**src/rtl/gray_sum_decoder.sv**
```systemverilog
`default_nettype none
// ============================================================================
//  Module   : gray_sum_decoder
//  Purpose  : Receive side of the gray-coded sum interface. Accepts
//             (WIDTH+1)-bit gray sums over valid/ready, decodes them to
//             binary and presents a WIDTH-bit result plus a carry flag
//             through a two-stage registered pipeline with full
//             backpressure. Keeps a saturating count of consumed carries.
//
//  Parameters:
//    WIDTH  - operand width (gray input is WIDTH+1 bits)
//    CNT_W  - width of the carry-event counter
//
//  Ports:
//    clk        in   clock, rising edge
//    rst_n      in   asynchronous active-low reset
//    in_valid   in   in_gray holds a valid sum
//    in_ready   out  sum is accepted this cycle
//    in_gray    in   gray-coded sum [WIDTH:0]
//    out_valid  out  out_bin / out_carry valid
//    out_ready  in   consumer accepts output this cycle
//    out_bin    out  low WIDTH bits of decoded sum
//    out_carry  out  MSB of decoded sum
//    ovf_count  out  consumed outputs with out_carry=1 (saturating)
//    clear      in   synchronous clear of ovf_count (and step_err)
//    step_err   out  sticky multi-bit-step flag (GRAY_SUM_STEP_CHECK_EN only)
//
//  Optional feature macro: GRAY_SUM_STEP_CHECK_EN
//
//  Revision : 1.0 - initial release
// ============================================================================

module gray_sum_decoder #(
    parameter int WIDTH = 4,
    parameter int CNT_W = 8
) (
    input  logic             clk,
    input  logic             rst_n,
    input  logic             in_valid,
    output logic             in_ready,
    input  logic [WIDTH:0]   in_gray,
    output logic             out_valid,
    input  logic             out_ready,
    output logic [WIDTH-1:0] out_bin,
    output logic             out_carry,
    output logic [CNT_W-1:0] ovf_count,
    input  logic             clear
`ifdef GRAY_SUM_STEP_CHECK_EN
    ,
    output logic             step_err
`endif
);

    localparam logic [CNT_W-1:0] c_cnt_max = {CNT_W{1'b1}};

    // ------------------------------------------------------------------
    // State
    // ------------------------------------------------------------------
    // rdy_en keeps in_ready low until the first edge after reset release.
    logic             rdy_en_q,    rdy_en_d;
    logic             s1_valid_q,  s1_valid_d;
    logic [WIDTH:0]   s1_gray_q,   s1_gray_d;
    logic             out_valid_q, out_valid_d;
    logic [WIDTH-1:0] out_bin_q,   out_bin_d;
    logic             out_carry_q, out_carry_d;
    logic [CNT_W-1:0] ovf_count_q, ovf_count_d;

    // ------------------------------------------------------------------
    // Combinational decode between the stages
    // ------------------------------------------------------------------
    // Binary bit i is the XOR of all gray bits from the MSB down to i,
    // which unrolls the b[i] = b[i+1] ^ g[i] recurrence.
    logic [WIDTH:0] dec_bin;

    for (genvar i = 0; i <= WIDTH; i++) begin : g_decode
        assign dec_bin[i] = ^s1_gray_q[WIDTH:i];
    end

    // ------------------------------------------------------------------
    // Handshake and next-state logic
    // ------------------------------------------------------------------
    logic s2_load;
    logic accept;
    logic consume_carry;

    always_comb begin
        s2_load       = s1_valid_q && (!out_valid_q || out_ready);
        in_ready      = rdy_en_q && (!s1_valid_q || s2_load);
        accept        = in_valid && in_ready;
        consume_carry = out_valid_q && out_ready && out_carry_q;

        rdy_en_d    = 1'b1;

        s1_valid_d  = s1_valid_q;
        s1_gray_d   = s1_gray_q;
        if (accept) begin
            s1_valid_d = 1'b1;
            s1_gray_d  = in_gray;
        end else if (s2_load) begin
            s1_valid_d = 1'b0;
        end

        out_valid_d = out_valid_q;
        out_bin_d   = out_bin_q;
        out_carry_d = out_carry_q;
        if (s2_load) begin
            out_valid_d = 1'b1;
            out_bin_d   = dec_bin[WIDTH-1:0];
            out_carry_d = dec_bin[WIDTH];
        end else if (out_ready) begin
            out_valid_d = 1'b0;
        end

        // clear has priority over a same-cycle increment
        ovf_count_d = ovf_count_q;
        if (clear) begin
            ovf_count_d = '0;
        end else if (consume_carry && (ovf_count_q != c_cnt_max)) begin
            ovf_count_d = ovf_count_q + CNT_W'(1);
        end
    end

    always_ff @(posedge clk or negedge rst_n) begin
        if (!rst_n) begin
            rdy_en_q    <= 1'b0;
            s1_valid_q  <= 1'b0;
            s1_gray_q   <= '0;
            out_valid_q <= 1'b0;
            out_bin_q   <= '0;
            out_carry_q <= 1'b0;
            ovf_count_q <= '0;
        end else begin
            rdy_en_q    <= rdy_en_d;
            s1_valid_q  <= s1_valid_d;
            s1_gray_q   <= s1_gray_d;
            out_valid_q <= out_valid_d;
            out_bin_q   <= out_bin_d;
            out_carry_q <= out_carry_d;
            ovf_count_q <= ovf_count_d;
        end
    end

    assign out_valid = out_valid_q;
    assign out_bin   = out_bin_q;
    assign out_carry = out_carry_q;
    assign ovf_count = ovf_count_q;

`ifdef GRAY_SUM_STEP_CHECK_EN
    // ------------------------------------------------------------------
    // Gray step checker: consecutive accepted codes should differ in at
    // most one bit. Identical codes are tolerated.
    // ------------------------------------------------------------------
    logic [WIDTH:0] hist_gray_q,  hist_gray_d;
    logic           hist_valid_q, hist_valid_d;
    logic           step_err_q,   step_err_d;
    logic [WIDTH:0] step_diff;
    logic           multi_bit;

    always_comb begin
        step_diff = in_gray ^ hist_gray_q;
        // x & (x-1) strips the lowest set bit; anything left means >1 bit.
        multi_bit = |(step_diff & (step_diff - (WIDTH+1)'(1)));

        hist_gray_d  = hist_gray_q;
        hist_valid_d = hist_valid_q;
        step_err_d   = step_err_q;

        if (accept) begin
            hist_gray_d  = in_gray;
            hist_valid_d = 1'b1;
            if (hist_valid_q && multi_bit) begin
                step_err_d = 1'b1;
            end
        end

        if (clear) begin
            hist_valid_d = 1'b0;
            step_err_d   = 1'b0;
        end
    end

    always_ff @(posedge clk or negedge rst_n) begin
        if (!rst_n) begin
            hist_gray_q  <= '0;
            hist_valid_q <= 1'b0;
            step_err_q   <= 1'b0;
        end else begin
            hist_gray_q  <= hist_gray_d;
            hist_valid_q <= hist_valid_d;
            step_err_q   <= step_err_d;
        end
    end

    assign step_err = step_err_q;
`endif

endmodule

`default_nettype wire

```
**config.mk**
```make
export PLATFORM = sky130hd
export DESIGN_NAME = gray_sum_decoder
export DESIGN_NICKNAME = d
export VERILOG_FILES = /design/src/rtl/gray_sum_decoder.sv
export SDC_FILE = /design/constraint.sdc
export NUM_CORES = 1
export LEC_CHECK = 0
export ABC_AREA = 1
export ABC_CLOCK_PERIOD_IN_PS = 1620
export BUFFER_PORTS_ARGS = -buffer_cell sky130_fd_sc_hd__buf_2
export CAP_MARGIN = 20
export CORE_ASPECT_RATIO = 0.7
export CORE_UTILIZATION = 52
export CTS_CLUSTER_SIZE = 12
export DETAILED_ROUTE_END_ITERATION = 12
export PLACE_DENSITY_LB_ADDON = 0.1
export SLEW_MARGIN = 20
export SYNTH_ARGS = -nofsm -noshare
export SYNTH_HDL_FRONTEND = slang
export SYNTH_SLANG_ARGS = --single-unit
```
**constraint.sdc**
```tcl
create_clock -name clk -period 1.62 [get_ports clk]
set_clock_uncertainty 0.15 [all_clocks]
set_input_delay 0.162 -clock clk [delete_from_list [all_inputs] [get_ports clk]]
set_output_delay 0.162 -clock clk [all_outputs]
set_load 0.01 [all_outputs]
```
=== Word level (Yosys, flattened, before mapping) ===
Index checks and enable logic that the tools add are counted.

* $add $sub $neg: 1
* Equal/unequal tests: 1
* Muxes and demuxes: 6
* Reduce and logical (&&, ||, !) cells: 17

{| class="wikitable"
|+ Operators with widths
! cell !! number
|-
| $mux W8 || 2
|-
| $add A8 B1 Y8 const B || 1
|-
| $ne A8 B8 Y1 const B || 1
|-
| $logic_and A1 B1 Y1 || 6
|-
| $reduce_bool A2 Y1 || 3
|-
| $reduce_xor A5 Y1 || 1
|-
| $mux W1 || 4
|-
| $reduce_xor A4 Y1 || 1
|-
| $reduce_xor A3 Y1 || 1
|-
| $logic_not A1 Y1 || 2
|-
| $logic_or A1 B1 Y1 || 2
|-
| $reduce_xor A2 Y1 || 1
|}

* Register bits: 21
* Input bits: 10
* Output and inout bits: 15
* Word-level logic and storage cells: 32

=== Depth between registers and ports, before layout ===
Gate-level depths: netlist of run 1.

* Depth in word-level cells: 7
* Mapped depth: 9
* Gate-level depth less buffers: 9

=== Worst setup path after synthesis of run 1 ===
No wires, ideal clock.

* Path kind: register to register
* From: reg ovf_count_q[0], in the netlist ovf_count[0]
* To: reg ovf_count_q[3], in the netlist ovf_count[3]
* Setup time: 0.116 ns
* Arrival: 1.192 ns
* Required time: 1.354 ns
* Slack: 0.162 ns
* Stages on the path, launching flop included: 9
* Buffers on the path: 0
* Clock period less this slack: 1.458 ns
* Path through: dfrtp_1 ha_1 nand2_2 nor2_4 nand2_4 nand2_2 nand2_4 nand2_1 nand2_1

* Word-level cells in the longest chain between the ends: 3
* Elaborated cells between the ends (all ways): 6
* Those cells by class: add/sub (1); eq/ne (1); mux (2); reduce/logical (2)

{| class="wikitable"
|+ Ends and longest elaborated chain
! element !! line !! text
|-
| start: declaration || 66 || <nowiki>logic [CNT_W-1:0] ovf_count_q, ovf_count_d;</nowiki>
|-
| start signal: assignment || 139 || <nowiki>ovf_count_q <= ovf_count_d;</nowiki>
|-
| $add A8 B1 Y8 / $ne A8 B8 Y1 (equally long branches) || 119, 118 ||
|-
| $mux W8 / $logic_and A1 B1 Y1 (equally long branches) || 118 || <nowiki>end else if (consume_carry && (ovf_count_q != c_cnt_max)) begin</nowiki>
|-
| $mux W8 / $reduce_bool A2 Y1 (equally long branches) || -- ||
|}

Several ways; a longest one is shown, not always the timed one. The select of a mux whose other input is x is not followed.
A chain may end at the register's enable or synchronous reset.

=== Final worst setup path of run 1 ===
* From: reg out_valid_q, in the netlist out_valid
* To: out in_ready

* Word-level cells in the longest chain between the ends: 5

{| class="wikitable"
|+ Ends and longest elaborated chain
! element !! line !! text
|-
| start: declaration || 63 || <nowiki>logic out_valid_q, out_valid_d;</nowiki>
|-
| start signal: assignment || 136 || <nowiki>out_valid_q <= out_valid_d;</nowiki>
|-
| $logic_not A1 Y1 || 87 || <nowiki>s2_load = s1_valid_q && (!out_valid_q || out_ready);</nowiki>
|-
| $logic_or A1 B1 Y1 || 87 ||
|-
| $logic_and A1 B1 Y1 || 87 ||
|-
| $logic_or A1 B1 Y1 || 88 || <nowiki>in_ready = rdy_en_q && (!s1_valid_q || s2_load);</nowiki>
|-
| $logic_and A1 B1 Y1 || 88 ||
|-
| end: declaration || 40 || <nowiki>output logic in_ready,</nowiki>
|}

Every way passes these cells.

==> results of run 1 <==
-- cells by family (layout without fill, tap and decap cells) --
kind of cell | Yosys count | in the layout | share of synthesized area
AO/OA/AOI/OAI | 12 | 12 | 0.05757
adder cells (fa/ha/maj) | 1 | 1 | 0.01175
flip-flops | 21 | 21 | 0.4935
buffers and inverters | 18 | 56 | 0.06816
other | 1 | 1 | 0.003522
XOR/XNOR | 3 | 3 | 0.02468
AND/OR/NAND/NOR | 81 | 81 | 0.3408
-- stage by stage --
step,hold WS (ns),total power (W),util
after detailed placement,-0.007015,0.0009974,0.6466
after global placement,-0.01111,0.0009847,0.6466
after CTS,0.04800,0.001267,0.7089
final,0.08249,0.001256,0.7109
after floorplan,-0.2836,0.0008713,-
after global routing,0.08818,0.001343,0.7109
-- where the power goes --
group | internal (W) | leakage (nW) | total (W) | switching, W
registers | 0.000606 | 0.263 | 0.000673 | 0.0000666
logic | 0.000146 | 0.464 | 0.000332 | 0.000186
clock network | 0.0000922 | 0.0177 | 0.000252 | 0.000159
-- worst max path at each step --
| stage | start | to | slack (ns) | depth (start not counted) |
|---|---|---|---|---|
| after CTS | out_valid$_DFFE_PN0P_ | in_ready | 0.06 | 4 |
| after floorplan | ovf_count[0]$_DFFE_PN0P_ | ovf_count[3]$_DFFE_PN0P_ | 0.16 | 8 |
| after detailed placement | ovf_count[0]$_DFFE_PN0P_ | ovf_count[7]$_DFFE_PN0P_ | 0.12 | 9 |
| final | out_valid$_DFFE_PN0P_ | in_ready | 0.08 | 4 |
| after global placement | ovf_count[0]$_DFFE_PN0P_ | ovf_count[7]$_DFFE_PN0P_ | 0.15 | 9 |
| after global routing | ovf_count[0]$_DFFE_PN0P_ | ovf_count[7]$_DFFE_PN0P_ | -0.01 | 9 |
-- worst min-delay path, stage by stage --
cell and delay, ns:
buf_2 0.12, inv_1 0.07, nand3_1 0.10, nand2_1 0.06
-- what timing repair did --
item | in CTS | in global routing
gates resized for setup | 0 | 2
hold endpoints to repair | 29 | 0
setup endpoints to repair | 0 | 3
hold buffers | 9 | 0
-- final cells by class --
| cell class | instances | area, um2 |
|---|---|---|
| clock buffer | 3 | 22.52 |
| sequential | 21 | 526.8 |
| fill | 155 | 545.5 |
| timing repair buffer | 34 | 217.7 |
| multi-input combinational | 98 | 469.2 |
| clock inverter | 1 | 5.005 |
| inverter | 18 | 72.57 |
| tap | 22 | 27.53 |
-- flip-flops by register name (all words and copies together) (netlist names) --
name	flops
ovf_count	8
s1_gray_q	5
out_bin	4
out_carry	1
out_valid	1
rdy_en_q	1
s1_valid_q	1
-- layer usage --
metal | vias to the layer above | part of all wire | routed length [um]
li1 | 507 | - | -
met1 | 409 | 0.52 | 1112
met2 | 32 | 0.41 | 874
met3 | 4 | 0.066 | 143
met4 | 0 | 0.0098 | 21
met5 | - | 0 | 0
-- synth_stat cells --
cell type   n  area [um2]
a21oi_1     7       35.03
a31oi_1     1       6.260
clkinv_4    1       8.760
conb_1      1       3.750
dfrtp_1    21       525.5
ha_1        1       12.51
inv_1      17       63.81
nand2_1    44       165.2
nand2_2     3       18.77
nand2_4     2       22.52
nand3_1    12       60.06
nand4_1     3       18.77
nor2_1     13       48.80
nor2_2      1       6.260
nor2_4      1       11.26
nor3_1      1       5.000
o21ai_0     3       15.01
o21ai_1     1       5.000
or2_2       1       6.260
xnor2_1     2       17.52
xor2_1      1       8.760
==> key figures, run 1 <==
Worst setup path
  • Critical Path RT: 1.31 ns
  • Critical R2R Capture: ovf_count[7]$_DFFE_PN0P_
  • Crit-path cells: nand3_1 > nand2_1 > inv_1 > buf_2
  • Reg2Reg Setup Slack: 0.09 ns
  • Worst r2r src: ovf_count[0]$_DFFE_PN0P_
  • Critical path's top delay family: flip-flops
  • CP startpoint kind: register
  • Setup crit end kind: output pin
  • CP bufs+invs: 2
  • Worst-path maximum fanout: 6
  • Slowest cell delay on critical path: 0.46 ns
  • Worst path arrival time: between 1 and 1.5 ns
  • Crit Path Class: register to output pin
  • Reg2reg path depth: 9
  • Critical-path top delay cell: dfrtp_2

STA
  • Setup violations, final: 0
  • Max Clock Freq: between 0.6 and 0.7 GHz
  • Final TNS setup: 0 ns
  • Final Hold Vio Count: 0
  • Final Max Slew Viols: 0
  • Final min period: 1.536 ns
  • Fin crit share: 0.9482
  • Final setup margin: 0.08399 ns
  • RSZ-0062 raised after global routing: yes

Logic synthesis
  • Register bit count reported by yosys: 21
  • Synth Warn #: 0
  • Syn_nets: between 100 and 150
  • Seq/Total Area, Yosys: 0.4935
  • Syn Inst Count: around 140
  • Post-Syn Area: between 1000 and 1500 um2
  • Synth cell types: 21
  • Avg Inst Size Synth: between 7 and 8 um2

CTS
  • Post-CTS setup buffers: 0
  • Clock-pin slew on the worst setup and hold paths: approximately 0.11 ns
  • Num Clock Sinks: 21
  • CTS HTree Levels: 1
  • Num CTS Buffers: 3
  • Clock Path Buffers: 2
  • CTS tree: yes
  • Clk_lat worst skew: about 0.30 ns
  • CTS Root Cell: clkbuf_4

Drt
  • Drt pass-1 iters: 4
  • Final WL: about 2200 um
  • DRC errors left: 0
  • Number of routed nets with antenna violations: 0
  • WL/cell: 10.92 um
  • Iter 0 DRT Violations: 22
  • DR vias: about 950
  • Vias per cell: a little under 5

Place
  • DPL Wire Length: approximately 1500 um
  • Pre-CTS WS: 0.1168 ns
  • Placed Area: 1220 um2
  • Placer congestion estimate: about 0.7
  • Placed insts: approximately 180
  • PortBufs: 24

Hold path
  • Hold path depth: 4
  • Worst Min Path Start: out_ready
  • Worst hold path class: primary input to register
  • Hold-critical path endpoint: s1_valid_q$_DFFE_PN0P_

Cells and area
  • Ant diodes: 0
  • Design area: ~1300 um2
  • Share of post-route cells with drive strength above 1: 0.2286
  • Commonest non-fill, non-tap cell in the layout: nand2_1
  • Non-filler cells, final: 197
  • Most frequent cells in the layout: nand2_1, buf_2, dfrtp_1
  • Layout Nets: 187
  • Layout area overhead: 25.97%

GRT
  • Met2 GRT Util: 0.3006
  • Tot GR Track Use: 0.2045
  • Met1 Track Usage GR: 0.2764
  • Initial antenna violation count: 0
  • GR peak layer: met2
  • Grt met3 use: 0.06931
  • GRT overflow: 0
  • Vias in the first global route: slightly below 800
  • Pin count of the biggest net entering global routing: 22
  • First-pass GRT wire length: roughly 3300 um

Pwr
  • Pleak: between 0.7 and 0.8 nW
  • Cell Pwr Density: approximately 940 nW/um2
  • VDD IR-drop max: a little under 0.001 V

Floorplanning
  • Count of standard-cell rows: 13
  • Die area: ~2200 um2
  • Die height: about 40 um
  • Initial Util: 0.5643
  • Width of the die: 56.09 um
  • I/O pins: 25
  • Core Region: 1887 um2

Job
  • Number of max-cap violations: 0

Outcome
  • Status: finished clean
Note: power is estimated with default switching activity, not from simulation.
==> run 2: changes to the inputs <==
--- a/config.mk
+++ b/config.mk
@@ -13,7 +13,7 @@
 export CORE_UTILIZATION = 52
 export CTS_CLUSTER_SIZE = 12
 export DETAILED_ROUTE_END_ITERATION = 12
-export PLACE_DENSITY_LB_ADDON = 0.1
+export PLACE_DENSITY = 0.88
 export SLEW_MARGIN = 20
 export SYNTH_ARGS = -nofsm -noshare
 export SYNTH_HDL_FRONTEND = slang
==> run 2 against run 1 <==
Net effect: the run now ends with negative setup slack left; non-clock buffer count is 1 higher; power rose by 1.8%; critical path depth is 3 higher; sequential share of layout area fell by 0.18 points; cell count rose by 0.51%; critical endpoint is now ovf_count[0]$_DFFE_PN0P_; utilization up 0.33 points; sequential cell count is the same; first-iteration DRC count increased by 110%; wire length grew 11%.
==> key figures, run 2 (synthesized netlist as in run 1, its figures left out) <==
Drt
  • Number of routed nets with antenna violations: 0 (unchanged)
  • Final WL: 2381 um (was 2151 um)
  • Iter 0 DRT Violations: 47 (was 22)
  • WL/cell: 12.03 um (was 10.92 um)
  • DR vias: 1035 (was 952)
  • Drt pass-1 iters: 4 (unchanged)
  • DRC errors left: 0 (unchanged)
  • Vias per cell: 5.227 (was 4.832)

Hold path
  • Hold-critical path endpoint: out_valid$_DFFE_PN0P_ (was s1_valid_q$_DFFE_PN0P_)
  • Worst hold path class: primary input to register (unchanged)
  • Worst Min Path Start: out_ready (unchanged)
  • Hold path depth: 4 (unchanged)

Place
  • PortBufs: 24 (unchanged)
  • Pre-CTS WS: 0.1182 ns (was 0.1168 ns)
  • Placer congestion estimate: 0.8798 (was 0.7028)
  • DPL Wire Length: 1637 um (was 1542 um)
  • Placed Area: 1220 um2 (unchanged)

Job
  • Number of max-cap violations: 0 (unchanged)

GRT
  • Vias in the first global route: 837 (was 769)
  • Tot GR Track Use: 0.2191 (was 0.2045)
  • Initial antenna violation count: 0 (unchanged)
  • Pin count of the biggest net entering global routing: 22 (unchanged)
  • First-pass GRT wire length: 3505 um (was 3256 um)
  • GRT overflow: 0 (unchanged)

CTS
  • Clock-pin slew on the worst setup and hold paths: 0.11 ns (about the same)
  • CTS Root Cell: clkbuf_4 (unchanged)
  • Num Clock Sinks: 21 (unchanged)
  • Clk_lat worst skew: 0.30 ns (about the same)
  • Num CTS Buffers: 3 (unchanged)
  • Clock Path Buffers: 2 (unchanged)
  • CTS HTree Levels: 1 (unchanged)
  • CTS tree: yes (unchanged)

Floorplanning
  • Width of the die: 56.09 um (unchanged)
  • Die height: 39.86 um (unchanged)
  • Die area: 2236 um2 (unchanged)
  • Core Region: 1887 um2 (unchanged)
  • Count of standard-cell rows: 13 (unchanged)
  • I/O pins: 25 (unchanged)
  • Initial Util: 0.5643 (unchanged)

Pwr
  • Net Switching: 0.0004200 W (was 0.0004121 W)
  • Clk pwr share: 0.190 (was 0.200)
  • Switch share: 0.3283 (was 0.3280)
  • Pleak: 0.7535 nW (was 0.7450 nW)
  • Reg power frac: 0.523 (was 0.535)
  • VDD IR-drop max: 0.0007012 V (was 0.0009728 V)
  • Combinational share of power: 0.288 (was 0.264)
  • Cell Pwr Density: 949.4 nW/um2 (was 936.7 nW/um2)
  • Internal Pwr Total: 0.0008593 W (was 0.0008443 W)

Worst setup path
  • Reg2Reg Setup Slack: 0.08 ns (was 0.09 ns)
  • Setup crit end kind: register (was output pin)
  • Reg2reg path depth: 7 (was 9)
  • Critical Path RT: 1.69 ns (was 1.31 ns)
  • Worst-path maximum fanout: 4 (was 6)
  • Crit Path Class: primary input to register (was register to output pin)
  • Worst path arrival time: 1.69 ns (was 1.22 ns)
  • Worst r2r src: ovf_count[1]$_DFFE_PN0P_ (was ovf_count[0]$_DFFE_PN0P_)
  • Critical R2R Capture: ovf_count[0]$_DFFE_PN0P_ (was ovf_count[7]$_DFFE_PN0P_)
  • CP startpoint kind: primary input (was register)

Cells and area
  • Ant diodes: 0 (unchanged)
  • Max FFs per register: 8 (unchanged)
  • Layout Nets: 188 (was 187)
  • Layout area overhead: 26.56% (was 25.97%)
  • Most frequent cells in the layout: nand2_1, buf_2, dfrtp_1 (unchanged)
  • Design area: 1348 um2 (was 1341 um2)
  • Share of post-route cells with drive strength above 1: 0.2386 (was 0.2286)
  • Filler cells: 155 (unchanged)
  • Commonest non-fill, non-tap cell in the layout: nand2_1 (unchanged)

STA
  • Final min period: 1.621 ns (was 1.536 ns)
  • Setup violations, final: 1 (was 0)
  • Min Hold Slack: 0.01994 ns (was 0.08249 ns)
  • Fin crit share: 1.001 (was 0.9482)
  • Final setup margin: -0.001124 ns (was 0.08399 ns)
  • Final Max Slew Viols: 0 (unchanged)
  • Final Hold Vio Count: 0 (unchanged)
  • Max Clock Freq: 0.6169 GHz (was 0.6510 GHz)

Outcome
  • Failing checks: negative setup slack
  • Status: complete, but fails checks (was finished clean)
## run 2: power groups by stage
stage,sequential [W],clock (W),combinational [W]
2_1_floorplan,0.000705,0,0.000166
5_1_grt,0.000680,0.000286,0.000411
3_5_place_dp,0.000682,0,0.000320
3_3_place_gp,0.000676,0,0.000309
4_1_cts,0.000672,0.000256,0.000336
6_report,0.000669,0.000243,0.000368
## run 2: stage by stage
stage / setup TNS [ns] / power [W] / instances / util
floorplan: 0 / 0.0008713 / 137 / -
global placement: 0 / 0.0009851 / 184 / 0.6466
detailed placement: 0 / 0.001002 / 184 / 0.6466
CTS: 0 / 0.001264 / 196 / 0.7036
global route: -0.01198 / 0.001378 / 198 / 0.7142
finish: -0.001124 / 0.001279 / 198 / 0.7142
## run 2: what timing repair did
action / in CTS / in global routing
setup endpoints to repair: 0 / 8
hold buffers: 8 / 0
hold endpoints to repair: 28 / 0
setup buffers: 0 / 2
gates resized for setup: 0 / 2
## run 2: worst max path at each step
stage | startpoint | to | cells past startpoint
2_1_floorplan | ovf_count[0]$_DFFE_PN0P_ | ovf_count[3]$_DFFE_PN0P_ | 8
3_3_place_gp | ovf_count[0]$_DFFE_PN0P_ | ovf_count[7]$_DFFE_PN0P_ | 9
3_5_place_dp | ovf_count[0]$_DFFE_PN0P_ | ovf_count[3]$_DFFE_PN0P_ | 8
4_1_cts | out_valid$_DFFE_PN0P_ | in_ready | 4
5_1_grt | ovf_count[0]$_DFFE_PN0P_ | ovf_count[0]$_DFFE_PN0P_ | 7
6_report | clear | ovf_count[0]$_DFFE_PN0P_ | 7
## run 2: routing by layer
metal	vias up	track usage	part of all wire
met5	-	0	0
met4	0	0.09756	0.021
met3	8	0.07261	0.057
met2	41	0.3571	0.48
met1	481	0.2714	0.44
li1	505	-	-
## run 2: cell type report
cell class,count,area (um2),share of cell area
Timing Repair Buffer,35,222.7,0.1653
Clock inverter,1,5.005,0.003714
Inverter,18,72.57,0.05385
Sequential cell,21,526.8,0.3909
Tap cell,22,27.53,0.02043
Multi-Input combinational cell,98,470.5,0.3491
Clock buffer,3,22.52,0.01671
## run 2: critical path, stage by stage
cell and delay, ns:
dlygate4sd3_1 0.55, buf_2 0.15, inv_1 0.18, nand4_1 0.20, a21oi_2 0.23, nor2_1 0.06, a21oi_1 0.16
